### src/rtl/pc_sequencer_if.sv
`default_nettype none
// +-----------------------------------------------------------------------+
// | pc_sequencer_if : control/status bundle between core and PC sequencer |
// | Revision: 1.0                                                         |
// +-----------------------------------------------------------------------+
interface pc_sequencer_if #(
   parameter int PC_W  = 9,
   parameter int CNT_W = 16
);
   logic              stall_i;
   logic              pc_sel_i;
   logic [31:0]       br_pc_i;
   logic              halt_i;
   logic              resume_i;
   logic [PC_W-1:0]   pc_o;
   logic              pc_valid_o;
   logic              flush_o;
   logic              halted_o;
   logic [CNT_W-1:0]  redirect_cnt_o;

   modport master (
      output stall_i, pc_sel_i, br_pc_i, halt_i, resume_i,
      input  pc_o, pc_valid_o, flush_o, halted_o, redirect_cnt_o
   );

   modport slave (
      input  stall_i, pc_sel_i, br_pc_i, halt_i, resume_i,
      output pc_o, pc_valid_o, flush_o, halted_o, redirect_cnt_o
   );
endinterface
`default_nettype wire

### src/rtl/pc_sequencer.sv
`default_nettype none
// +-----------------------------------------------------------------------+
// | pc_sequencer : fetch PC controller with redirect flush window, HALT   |
// | parking and a saturating taken-redirect counter. Revision: 1.0        |
// +-----------------------------------------------------------------------+
module pc_sequencer #(
   parameter int PC_W      = 9,
   parameter int FLUSH_CYC = 2,
   parameter int CNT_W     = 16
) (
   input  logic           clk,
   input  logic           reset,
   pc_sequencer_if.slave  bus
);
   localparam int FC_W = $clog2(FLUSH_CYC + 1);

   typedef enum logic [1:0] {
      RUN   = 2'd0,
      FLUSH = 2'd1,
      HALT  = 2'd2
   } state_t;

   state_t            state, state_nxt;
   logic [PC_W-1:0]   pc, pc_nxt, pc_inc, br_pc;
   logic              pc_valid, pc_valid_nxt;
   logic              flush, flush_nxt;
   logic              halted, halted_nxt;
   logic [CNT_W-1:0]  cnt, cnt_nxt;
   logic [FC_W-1:0]   fcnt, fcnt_nxt;

   // Upper target bits fall outside instruction memory and are dropped.
   logic unused_br_hi;
   assign unused_br_hi = ^bus.br_pc_i[31:PC_W];

   assign pc_inc = pc + PC_W'(4);
   assign br_pc  = bus.br_pc_i[PC_W-1:0];

   always_ff @(posedge clk or posedge reset) begin
      if (reset) begin
         state    <= RUN;
         pc       <= '0;
         pc_valid <= 1'b1;
         flush    <= 1'b0;
         halted   <= 1'b0;
         cnt      <= '0;
         fcnt     <= '0;
      end else begin
         state    <= state_nxt;
         pc       <= pc_nxt;
         pc_valid <= pc_valid_nxt;
         flush    <= flush_nxt;
         halted   <= halted_nxt;
         cnt      <= cnt_nxt;
         fcnt     <= fcnt_nxt;
      end
   end

   always_comb begin
      state_nxt    = state;
      pc_nxt       = pc;
      pc_valid_nxt = pc_valid;
      flush_nxt    = flush;
      halted_nxt   = halted;
      cnt_nxt      = cnt;
      fcnt_nxt     = fcnt;
      case (state)
         RUN: begin
            if (bus.halt_i) begin
               pc_nxt       = br_pc;
               state_nxt    = HALT;
               halted_nxt   = 1'b1;
               pc_valid_nxt = 1'b0;
               flush_nxt    = 1'b1;
            end else if (bus.pc_sel_i) begin
               pc_nxt    = br_pc;
               cnt_nxt   = (&cnt) ? cnt : cnt + CNT_W'(1);
               fcnt_nxt  = FC_W'(FLUSH_CYC);
               flush_nxt = 1'b1;
               state_nxt = FLUSH;
            end else if (!bus.stall_i) begin
               pc_nxt = pc_inc;
            end
         end
         FLUSH: begin
            // Redirect/halt here come from squashed wrong-path instructions.
            if (!bus.stall_i) begin
               pc_nxt = pc_inc;
            end
            if (fcnt <= FC_W'(1)) begin
               fcnt_nxt  = '0;
               flush_nxt = 1'b0;
               state_nxt = RUN;
            end else begin
               fcnt_nxt = fcnt - FC_W'(1);
            end
         end
         HALT: begin
            if (bus.resume_i) begin
               pc_nxt       = pc_inc;
               state_nxt    = RUN;
               halted_nxt   = 1'b0;
               pc_valid_nxt = 1'b1;
               flush_nxt    = 1'b0;
            end
         end
         default: begin
            state_nxt = RUN;
         end
      endcase
   end

   assign bus.pc_o           = pc;
   assign bus.pc_valid_o     = pc_valid;
   assign bus.flush_o        = flush;
   assign bus.halted_o       = halted;
   assign bus.redirect_cnt_o = cnt;
endmodule
`default_nettype wire

### src/flat_wrapper.sv
// flat-port wrapper written by rule: the top's interface ports become plain ports
module pc_sequencer_flat 
#(
   parameter int PC_W      = 9,
   parameter int FLUSH_CYC = 2,
   parameter int CNT_W     = 16
)
  (clk, reset, bus_stall_i, bus_pc_sel_i, bus_br_pc_i, bus_halt_i, bus_resume_i, bus_pc_o, bus_pc_valid_o, bus_flush_o, bus_halted_o, bus_redirect_cnt_o);
  pc_sequencer_if #(.PC_W(PC_W), .CNT_W(CNT_W)) bus_i ();
  input  logic clk;
  input  logic reset;
  input wire logic [$bits(bus_i.stall_i)-1:0] bus_stall_i;
  input wire logic [$bits(bus_i.pc_sel_i)-1:0] bus_pc_sel_i;
  input wire logic [$bits(bus_i.br_pc_i)-1:0] bus_br_pc_i;
  input wire logic [$bits(bus_i.halt_i)-1:0] bus_halt_i;
  input wire logic [$bits(bus_i.resume_i)-1:0] bus_resume_i;
  output wire logic [$bits(bus_i.pc_o)-1:0] bus_pc_o;
  output wire logic [$bits(bus_i.pc_valid_o)-1:0] bus_pc_valid_o;
  output wire logic [$bits(bus_i.flush_o)-1:0] bus_flush_o;
  output wire logic [$bits(bus_i.halted_o)-1:0] bus_halted_o;
  output wire logic [$bits(bus_i.redirect_cnt_o)-1:0] bus_redirect_cnt_o;
  assign bus_i.stall_i = bus_stall_i;
  assign bus_i.pc_sel_i = bus_pc_sel_i;
  assign bus_i.br_pc_i = bus_br_pc_i;
  assign bus_i.halt_i = bus_halt_i;
  assign bus_i.resume_i = bus_resume_i;
  assign bus_pc_o = bus_i.pc_o;
  assign bus_pc_valid_o = bus_i.pc_valid_o;
  assign bus_flush_o = bus_i.flush_o;
  assign bus_halted_o = bus_i.halted_o;
  assign bus_redirect_cnt_o = bus_i.redirect_cnt_o;
  pc_sequencer #(.PC_W(PC_W), .FLUSH_CYC(FLUSH_CYC), .CNT_W(CNT_W)) u_core (.clk(clk), .reset(reset), .bus(bus_i));
endmodule
### config.mk
export PLATFORM = sky130hd
export DESIGN_NAME = pc_sequencer_flat
export DESIGN_NICKNAME = d
export VERILOG_FILES = /design/src/rtl/pc_sequencer_if.sv /design/src/rtl/pc_sequencer.sv /design/src/flat_wrapper.sv
export SDC_FILE = /design/constraint.sdc
export NUM_CORES = 1
export LEC_CHECK = 0
export ABC_AREA = 1
export ABC_CLOCK_PERIOD_IN_PS = 1850
export BUFFER_PORTS_ARGS = -buffer_cell sky130_fd_sc_hd__buf_2
export CAP_MARGIN = 20
export CORE_UTILIZATION = 30
export DETAILED_ROUTE_END_ITERATION = 6
export PLACE_DENSITY = 0.61
export SETUP_SLACK_MARGIN = 0.05
export SLEW_MARGIN = 20
export SYNTH_ARGS = -nofsm -noshare
export SYNTH_HDL_FRONTEND = slang
export SYNTH_SLANG_ARGS = --single-unit
### constraint.sdc
create_clock -name clk -period 1.85 [get_ports clk]
set_input_delay 0.185 -clock clk [delete_from_list [all_inputs] [get_ports clk]]
set_output_delay 0.185 -clock clk [all_outputs]
set_load 0.01 [all_outputs]
-- Word level (Yosys, flattened, before mapping)
Cells that the tools add are included.
- bits in registers: 32
- bits in latches: 0
- memory bits (writable): 0
- ROM bits: 0
- bits of input ports: 38
- output and inout bits: 28
- memories: 0
- add/subtract/negate cells: 3
- multiply operators: 0
- div/mod/pow operators: 0
- $lt $le $gt $ge: 1
- eq/ne operators: 8
- shifts and indexed selects: 0
- multiplexer cells: 24
- bitwise logic cells: 2
- reduce and logical (&&, ||, !) cells: 11
- operator list (operator ; count):
    two-way mux 9 bit ; 4
    one-hot mux 9 bit (3 select lines) ; 1
    adder 16 x 1 -> 16 bit (second input constant) ; 1
    AND reduction 16 bit ; 1
    two-way mux 2 bit ; 7
    adder 9 x 3 -> 9 bit (second input constant) ; 1
    AND reduction 3 bit ; 3
    inequality test 2 bit (second input constant) ; 4
    AND reduction 4 bit ; 2
    two-way mux 1 bit ; 7
    one-hot mux 2 bit (3 select lines) ; 1
    one-hot mux 1 bit (2 select lines) ; 2
    one-hot mux 2 bit (2 select lines) ; 1
    nonzero test 2 bit ; 2
    inequality test 3 bit (second input constant) ; 1
    one-hot mux 1 bit (3 select lines) ; 1
    nonzero test 3 bit ; 1
    equality test 2 x 1 -> 1 bit (second input constant) ; 1
    equality test 2 bit (second input constant) ; 1
    less-or-equal comparator 2 x 1 -> 1 bit (second input constant) ; 1
    zero test 2 bit ; 1
    inequality test 2 x 1 -> 1 bit (second input constant) ; 1
    inverter 1 bit ; 2
    AND reduction 2 bit ; 1
    subtractor 2 x 1 -> 2 bit (second input constant) ; 1

-- Depth between registers and ports, before layout
- word-level depth: 5
- gate-level depth with buffers: 13

-- Worst setup path before layout
OpenSTA, ideal clock, no wires.
- path type: register to register
- start point: register u_core.state[0]
- end point: register u_core.pc[5] (netlist: u_core.bus.pc_o[5])
- setup time: 0.124 ns
- arrival: 1.519 ns
- required time: 1.726 ns
- slack: 0.206 ns
- stages on the path, launching flop included: 9
- clock period less this slack: 1.644 ns
- cell sequence: dfrtp_1 > inv_1 > ha_1 > buf_2 > inv_1 > o21ai_0 > o21ai_0 > o21ai_0 > nand2_1
- word-level cells in the longest chain between the ends: 3
- RTL lines (what ; line ; RTL):
    start, declared ; pc_sequencer.sv:23 ; state_t state, state_nxt;
    start signal, assigned ; pc_sequencer.sv:48 ; state <= state_nxt;
    equality test 2 bit, or another cell as far along ; pc_sequencer.sv:66 ; case (state)
    inequality test 2 bit (no line) / nonzero test 3 bit (equally long branches) ; - ;
    AND reduction 2 bit (no line) ; - ;
    end signal, assigned ; pc_sequencer.sv:49 ; pc <= pc_nxt;
    end, declared ; pc_sequencer.sv:24 ; logic [PC_W-1:0] pc, pc_nxt, pc_inc, br_pc;
Several ways; a longest one is shown, not always the timed one.
A chain may end at the register's enable or synchronous reset.

-- Final worst setup path
- start point: register u_core.state[0]
- end point: register u_core.pc[7] (netlist: u_core.bus.pc_o[7])
Same word-level chain as after synthesis.

==> impl_metrics.py <==
metrics = {
    "clock_tree": {
        "cts_buffer_depth": 2,
        "cts_inserted_buffers": 5,
        "cts.sinks": 32,
        "ctsRootBufferMaster": "clkbuf_8",
        "clock_latency_ns": 0.29,
        "clock_pin_slew_reported_for_the_worst_setup_and_hold_paths_after_clock_tree_synthesis_ns": 0.07,
        "tritoncts": "done",
        "htree_levels": 2,
    },
    "synthesis": {
        "synth.lib_cells_used.distinct": 32,
        "syn_area_cell_um2": 7.136,
        "synth.net_count": 337,
        "yosysWarningCount": 0,
        "synth_sequential_area_ratio_pct": 38.36,
        "synthesis.instances": 293,
        "post_synth_instance_area_um2": 2091,
        "ys_ff_latch": 32,
    },
    "critical_path": {
        "max_stage_delay_ns": 0.37,
        "critPathArrivalTime_ns": 1.92,
        "worstPathCellList": "inv_1 -> ha_1 -> buf_4 -> nor2_2 -> nand2_1 -> nand2_1 -> inv_1 -> nand2_1 -> inv_1 -> nand3_1 -> nand2_1 -> inv_1",
        "critPathCaptureType": "flop",
        "timing.critical_path.from": "u_core.state[0]",
        "critical_path.reg2reg.startpoint": "u_core.state[0]",
        "timing.critical_path.from_type": "flop",
        "r2r-end": "u_core.bus.pc_o[7]",
        "cp_data_required_time_ns": 2.08,
        "reg2reg_slack_ns": 0.16,
        "setup.worst_path.class": "flop to flop",
        "timing.critical_path.slowest_stage_cell": "dfrtp_1",
        "r2r.worst_path.cells": 12,
        "cp_max_fo": 8,
    },
    "min_path": {
        "timing.hold.worst.class": "input port to flop",
        "hold_start": "bus_br_pc_i[4]",
        "hold_path_stages": 3,
        "end_of_the_worst_hold_path": "u_core.bus.pc_o[4]",
    },
    "timing": {
        "period_minus_slack_ns": 1.694,
        "slew-limit-headroom_pct": 68.31,
        "finish_stage_setup_viols": 0,
        "rsz0062_at_grt": "true",
        "timing.final.hold_violations": 0,
        "fin_crit_sh_pct": 91.55,
        "worst-slew-pin-transition_ns": 0.4736,
        "skew_ns": 0.004857,
        "fin_setup_tns_ns": 0,
        "timing_max_transition_violations_final": 0,
        "achievable-frequency_mhz": 590.4,
    },
    "detailed_routing": {
        "avgViaCountPerCell": 4.591,
        "routed-via-count": 1988,
        "drt_first_pass_iters": 4,
        "finalWirelength_mm": 4.901,
        "detail_route.wl_per_cell_um": 11.32,
        "ant_nets": 0,
        "post-route-drc-count": 0,
        "detailedRoute.firstIterationViolations": 108,
    },
    "grt": {
        "gr-usage-all-layers_pct": 14.33,
        "antenna_found_initial": 0,
        "grt_max_degree": 33,
        "grt_overflow": 0,
        "grt_pass1_wl_mm": 8.335,
        "grt_pass1_vias": 1836,
    },
    "floorplan": {
        "fp.dieArea_um2": 7307,
        "num_io_pins": 66,
        "initial_utilization_pct": 30.94,
        "die_height_um": 85.48,
        "placementRows": 30,
        "die_outline_width_um": 85.48,
        "core_area_um2": 6756,
    },
    "cells_and_area": {
        "layout-drive-gt1-share_pct": 23.80,
        "synthToLayoutAreaGrowth_pct": 24.54,
        "layoutNonFillerInstCount": 433,
        "nNetsFinal": 396,
        "most_frequent_standard_cell_in_the_layout_excluding_fill_and_tap_cells": "nand2_1",
        "final_cell_mix": "nand2_1 (83), buf_2 (42), inv_1 (40), dfrtp_1 (31), nand3_1 (26)",
        "fill_cells": 724,
        "sequential_standard_cell_area_um2": 802.0,
        "multiInputGateArea_um2": 1120,
        "number_of_diodes_added_for_antenna_fixing": 0,
    },
    "power_and_ir_drop": {
        "power.leakage_nw": 1.343,
        "power-per-cell-area_nw_per_um2": 1413,
        "worst_ir_drop_vdd_v": 0.0004708,
    },
    "placement": {
        "placement.io_buffers": 42,
        "hpwl_mm": 3.747,
        "place.gp.congestion": 0.8201,
        "placed_cells": 422,
    },
    "status": {
        "outcome": "finished clean",
    },
    "job": {
        "max_capacitance_violation_total": 0,
    },
}
## through the flow
stage | utilization, % | setup slack, ns | total power [mW] | cell area, um2 | hold slack, ns
2_1_floorplan | - | 0.2065 | 2.412 | 2091 | 0.3005
3_3_place_gp | 36.39 | 0.08029 | 3.011 | 2459 | 0.3030
3_5_place_dp | 36.39 | 0.02818 | 3.046 | 2459 | 0.3074
4_1_cts | 38.00 | 0.06610 | 3.643 | 2567 | 0.1200
5_1_grt | 38.54 | 0.01327 | 4.038 | 2604 | 0.1427
6_report | 38.54 | 0.1564 | 3.678 | 2604 | 0.1245
## worst max path at each step
stage | endpoint | slack [ns] | depth (start not counted)
after floorplan | u_core.bus.pc_o[5] | 0.21 | 8
after global placement | u_core.bus.pc_o[1] | 0.08 | 10
after detailed placement | u_core.bus.pc_o[1] | 0.03 | 10
after CTS | u_core.bus.pc_o[7] | 0.07 | 12
after global routing | u_core.bus.pc_o[0] | 0.01 | 10
final | u_core.bus.pc_o[7] | 0.16 | 12
## cells by family after synthesis
group	share of synthesized area (%)
buf+inv	9.396
flops	38.36
fa+ha+maj	3.591
compound gates	11.25
xor+xnor	6.702
simple gates	30.70
## cell type report
| cell class | count | share of cell area [%] |
|---|---|---|
| Sequential cell | 32 | 30.80 |
| Tap cell | 80 | 3.844 |
| Multi-Input combinational cell | 213 | 43.01 |
| Timing Repair Buffer | 57 | 12.49 |
| Inverter | 43 | 6.295 |
| Clock buffer | 6 | 3.172 |
| Clock inverter | 2 | 0.3844 |
## registers in the layout (all words and copies together), names as in the netlist
register                   cells
u_core.bus.halted_o            1
u_core.state                   2
u_core.bus.redirect_cnt_o     16
u_core.fcnt                    2
u_core.bus.pc_valid_o          1
u_core.bus.pc_o                9
u_core.bus.flush_o             1
## layer usage
layer | track usage (%) | vias to the layer above | wire length [um]
met1 | 20.43 | 910 | 2469
met3 | 2.918 | 6 | 151
met5 | 0 | - | 0
li1 | - | 1043 | -
met4 | 5.455 | 0 | 76
met2 | 21.24 | 29 | 2204
## power breakdown
part           switching (mW)  total [mW]  internal (mW)
clock network           0.273       0.570          0.297
registers               0.225        1.18          0.957
logic                    1.13        1.93          0.792
total                    1.63        3.68           2.05
## what timing repair did
item | in CTS | in global routing
gates resized for setup | 1 | 9
hold buffers | 1 | 0
buffers inserted | 0 | 2
pin swaps | 0 | 2
setup endpoints to repair | 2 | 14
endpoints found under the hold margin | 10 | 0
## synth_stat cells (all sizes together)
| library cell | number | area [um2] |
|---|---|---|
| a21o | 1 | 7.510 |
| a21oi | 7 | 35.03 |
| a22oi | 2 | 15.01 |
| a31oi | 3 | 18.77 |
| and3 | 1 | 6.260 |
| buf | 4 | 28.78 |
| clkbuf | 1 | 3.750 |
| dfrtp | 31 | 775.7 |
| dfstp | 1 | 26.28 |
| ha | 6 | 75.07 |
| inv | 43 | 163.9 |
| nand2 | 86 | 335.3 |
| nand3 | 27 | 140.1 |
| nor2 | 27 | 111.4 |
| nor3 | 7 | 35.03 |
| nor3b | 1 | 7.510 |
| nor4 | 1 | 6.260 |
| o21ai | 26 | 145.1 |
| o21bai | 1 | 7.510 |
| o22ai | 1 | 6.260 |
| xnor2 | 6 | 52.55 |
| xor2 | 10 | 87.58 |
## critical path: cells and delay by family (launching register included)
family / cells / cell delay (ns)
simple gates: 6 / 0.53
fa+ha+maj: 1 / 0.35
flops: 1 / 0.37
buf+inv: 5 / 0.38
Note: power is estimated with default switching activity, not from simulation.
